--- src/rtl/mux_sel_arbiter.sv ---
// mux_sel_arbiter
//   Round-robin arbiter producing the 2-bit select for a 4:1 mux.
//   Four requesters compete and one grant is active at a time.
//   A grant ends when the owner raises done or drops its request.
//   With the timeout option it also ends after HOLD_MAX cycles.
//   Priority then rotates to the index just above the last owner.
//
// Optional feature:
//   `define MUX_SEL_ARB_TIMEOUT_EN turns on the hold-limit release.
//   This limit uses the 8-bit hold_cnt.
//   When the macro is undefined, hold_cnt is not built.
//
// Parameters:
//   HOLD_MAX  Maximum consecutive grant cycles when the timeout is built (1..255).
//
// Ports:
//   clk    input   1  rising-edge clock
//   rst    input   1  asynchronous active-high reset
//   req    input   4  request lines, req[i] asks for mux input i
//   done   input   1  current grantee finished (only looked at while granting)
//   sel    output  2  registered index of the granted input; held while idle
//   gnt    output  4  registered one-hot grant, zero when nothing is granted
//   valid  output  1  high while a grant is active

module mux_sel_arbiter #(
    parameter int unsigned HOLD_MAX = 15
) (
    input  logic       clk,
    input  logic       rst,
    input  logic [3:0] req,
    input  logic       done,
    output logic [1:0] sel,
    output logic [3:0] gnt,
    output logic       valid
);

    // state | meaning
    // IDLE  | no grant active; arbitrate on the next edge if any req is set
    // GRANT | gnt/sel/valid name the current owner; wait for a release cause
    typedef enum logic {
        IDLE  = 1'b0,
        GRANT = 1'b1
    } state_t;

    if (HOLD_MAX == 0 || HOLD_MAX > 255) begin : g_bad_hold_max
        $error("mux_sel_arbiter: HOLD_MAX must be in 1..255");
    end

    state_t     state;
    logic [1:0] ptr;
    logic [1:0] win;
    logic [1:0] idx;
    logic       found;
    logic       release_now;

`ifdef MUX_SEL_ARB_TIMEOUT_EN
    localparam logic [7:0] HOLD_LAST = 8'(HOLD_MAX - 1);
    logic [7:0] hold_cnt;
`endif

    // Rotating search: the first set request at or above ptr (mod 4) wins.
    always_comb begin
        win   = ptr;
        idx   = ptr;
        found = 1'b0;
        for (int i = 0; i < 4; i++) begin
            idx = ptr + 2'(i);
            if (!found && req[idx]) begin
                win   = idx;
                found = 1'b1;
            end
        end
    end

    // Several causes in one cycle collapse into one release.
    always_comb begin
        release_now = done || !req[sel];
`ifdef MUX_SEL_ARB_TIMEOUT_EN
        if (hold_cnt == HOLD_LAST) begin
            release_now = 1'b1;
        end
`endif
    end

    always_ff @(posedge clk or posedge rst) begin
        if (rst) begin
            state    <= IDLE;
            ptr      <= 2'd0;
            sel      <= 2'd0;
            gnt      <= 4'b0000;
            valid    <= 1'b0;
`ifdef MUX_SEL_ARB_TIMEOUT_EN
            hold_cnt <= 8'd0;
`endif
        end else begin
            case (state)
                IDLE: begin
                    if (found) begin
                        sel      <= win;
                        gnt      <= 4'b0001 << win;
                        valid    <= 1'b1;
                        state    <= GRANT;
`ifdef MUX_SEL_ARB_TIMEOUT_EN
                        hold_cnt <= 8'd0;
`endif
                    end
                end
                GRANT: begin
                    if (release_now) begin
                        // sel stays put so the mux output is stable while idle.
                        gnt      <= 4'b0000;
                        valid    <= 1'b0;
                        ptr      <= sel + 2'd1;
                        state    <= IDLE;
`ifdef MUX_SEL_ARB_TIMEOUT_EN
                        hold_cnt <= 8'd0;
`endif
                    end else begin
`ifdef MUX_SEL_ARB_TIMEOUT_EN
                        if (hold_cnt != 8'hFF) begin
                            hold_cnt <= hold_cnt + 8'd1;
                        end
`endif
                    end
                end
                default: begin
                    state <= IDLE;
                    gnt   <= 4'b0000;
                    valid <= 1'b0;
                end
            endcase
        end
    end

endmodule

--- config.mk ---
export PLATFORM = sky130hd
export DESIGN_NAME = mux_sel_arbiter
export DESIGN_NICKNAME = d
export VERILOG_FILES = /design/src/rtl/mux_sel_arbiter.sv
export SDC_FILE = /design/constraint.sdc
export NUM_CORES = 1
export LEC_CHECK = 0
export BUFFER_PORTS_ARGS = -buffer_cell sky130_fd_sc_hd__buf_2
export CAP_MARGIN = 20
export CORE_AREA = 2 2 39 41
export CTS_CLUSTER_SIZE = 10
export DETAILED_ROUTE_END_ITERATION = 6
export DIE_AREA = 0 0 41 43
export PLACE_DENSITY = 0.67
export SYNTH_ARGS = -nofsm -noshare
export SYNTH_HDL_FRONTEND = slang
export SYNTH_SLANG_ARGS = --single-unit
--- constraint.sdc ---
create_clock -name clk -period 1.5 [get_ports clk]
set_input_delay 0.075 -clock clk [delete_from_list [all_inputs] [get_ports clk]]
set_output_delay 0.075 -clock clk [all_outputs]
set_load 0.02 [all_outputs]
==> impl_metrics.ini <==
[drt]
via_per_inst = 5.70
drc = 0
dr.pass1.iters = 4
drtIter0Drc = 8
wl_per_cell_um = 14.3
route.vias.total = 519
routed_wl_mm = 1.30
postRouteAntennaNets = 0

[clock_network]
clockBufferDepth = 2
cts_tree = yes
clock-sinks = 10
cts_setup_buffers = 0
path_clk_slew_ns = 0.07
cts-root-buf = clkbuf_4
numCtsBuffers = 3
htreeDepth = 1
clkLatencyLatePin_ns = 0.28

[die]
dieArea_um2 = 1760
fp.dieH_um = 43
io_pins = 14
core_um2 = 1380
fp-row-count = 14
die_w_um = 41
initial_core_util_pct = 39.3

[synthesis]
yosysWarnings = 0
synth_most_common_cell = dfrtp_1
seq_area_frac_synth_pct = 46.0
syn-num-nets = 63
synth.ff_latch_count = 10
synth_area_leader_cell = dfrtp_1
netlist_top_cells_area = dfrtp_1, o32ai_1, nand2_1
ys.flop_type = dfrtp_1
synth_common_cells = dfrtp_1, nand2_1, inv_1, o21ai_0
yosysUniqueCellTypes = 22
ys_async_sr_fraction_pct = 100
syn_inst = 56
syn_area_um2 = 544
syn_area_per_cell_um2 = 9.72
synth_edf_count = 0
synth_top_area_share_pct = 46.0

[timing]
finalCritPeriodShare_pct = 93.5
worst_pin_slew_ns = 0.386
hold_viol = 0
min_period_ns = 1.40
relSlewSlack_pct = 74.2
skew_ns = 0.00738
slew_viol_final = 0
fmax_ghz = 0.713
setup_viol = 0

[final_layout]
antennaDiodeCount = 0
multi_input_comb_area_um2 = 288
area_delta_synth_final_pct = 26.2
post-route-util_pct = 49.6
seqCellArea_um2 = 251
drive_gt1_share_pct = 33.3
fillCellCount = 141
nets = 83
fin_cells = 91

[setup_path]
cpPeakStageDelay_ns = 0.39
cp.arrival_ns = 1.58
cp.depth = 4
path_class = reg -> reg
cp-start-kind = flop
endpoint_kind = flop
r2r_cells = 4
required_ns = 1.67
path_cells = inv_1 > o31ai_1 > o211ai_1 > o32ai_1
cp_num_buf_inv = 1
crit_family = compound AO/OA/AOI/OAI gates
critPathSlowestCell = dfrtp_1
worst-path-max-fanout = 4

[power]
power_density_nw_per_um2 = 2130
leakagePower_nw = 0.322
vdd.ir_drop.worst_v = 0.000936

[global_routing]
grt_pass1_vias = 462
grt_pass1_wl_mm = 2.08
grt_overflow = 0
gr-usage-all-layers_pct = 18.6
antenna_found_initial = 0
grt_start_max_net_pins = 14

[job]
maxCapViolCount = 0

[place]
hpwl_um = 891
dp_cells = 85
portBuffers = 13
place_congestion = 0.754

[hold_path]
hold_depth = 3
hold_class = in -> reg

[status]
status = finished, final reports clean
-- cells by family after synthesis --
| logic type | Yosys count | synth area share (%) |
|---|---|---|
| compound gates | 21 | 28.3 |
| xor+xnor | 1 | 1.61 |
| buf+inv | 6 | 5.52 |
| flops | 10 | 46.0 |
| mux | 1 | 4.14 |
| simple gates | 17 | 14.5 |
-- worst min-delay path: stages --
cell     delay, ns
buf_2         0.13
nor4_1        0.07
a21oi_1       0.14
-- repair_timing --
action | CTS | global route
gates resized for setup | 0 | 2
endpoints found under the hold margin | 10 | 0
endpoints found under the setup margin | 0 | 7
hold buffers | 1 | 0
-- path summary, 6_finish.rpt --
kind / endpoint / from / slack (ns)
worst min-delay path: state / req[2] / 0.18
min in group asynchronous: gnt[3] / rst / 0.31
worst max register to register: gnt[3] / ptr[1] / 0.1
worst min register to register: valid / valid / 0.54
worst max-delay path: gnt[3] / ptr[1] / 0.1
max in group asynchronous: sel[0] / rst / 0.89
-- power by group --
group	switching, mW	total, mW	leakage (nW)	internal [mW]
logic	0.472	0.764	0.185	0.292
registers	0.0961	0.499	0.122	0.403
clock network	0.0974	0.200	0.0150	0.103
total	0.666	1.46	0.322	0.798
-- flip-flops by register name, summed over array words and instances (netlist names) --
signal / flops
sel: 2
ptr: 2
gnt: 4
state: 1
valid: 1
-- cells in the final DEF (no fill, tap or decap) --
master / n
nor2b_1: 2
buf_4: 1
nor2_1: 3
nand2_1: 9
o211a_1: 1
o21ai_1: 1
nor4_1: 1
a21oi_4: 2
dfrtp_1: 9
mux4_2: 1
dlygate4sd3_1: 1
o32ai_2: 1
dfrtp_2: 1
xor2_1: 1
a21o_1: 1
a21oi_1: 4
inv_1: 5
o21ai_0: 5
buf_2: 13
clkbuf_1: 1
and2b_2: 1
o32ai_1: 3
o221a_2: 1
o31ai_1: 1
o211ai_1: 1
o221ai_1: 1
clkbuf_4: 3
or2_2: 1
-- cell type report --
type / count / share of cell area [%]
inverter: 5 / 2.73
timing repair buffer: 15 / 12.0
sequential: 10 / 36.6
clock buffer: 4 / 3.83
tap: 16 / 2.91
multi-input combinational: 41 / 41.9
-- metal layers --
metal | GRT usage (%) | part of all wire [%] | vias up
met5 | 0 | 0 | -
met4 | 16.0 | 3.5 | 0
met3 | 3.14 | 3.8 | 5
met2 | 25.3 | 46 | 18
met1 | 24.2 | 47 | 252
li1 | - | - | 244
-- metrics by stage --
| stage | setup TNS, ns | hold slack [ns] | cell area [um2] | total power, mW | setup WS (ns) |
|---|---|---|---|---|---|
| 4_1_cts | 0 | 0.183 | 663 | 1.41 | 0.0524 |
| 2_1_floorplan | 0 | -0.0849 | 546 | 1.01 | 0.0165 |
| 3_3_place_gp | 0 | 0.0694 | 627 | 1.19 | 0.0901 |
| 6_report | 0 | 0.185 | 687 | 1.46 | 0.0976 |
| 3_5_place_dp | 0 | 0.0724 | 627 | 1.20 | 0.0696 |
| 5_1_grt | -0.000597 | 0.227 | 687 | 1.57 | -0.000597 |
No activity file was read; power rests on OpenSTA's default activity.
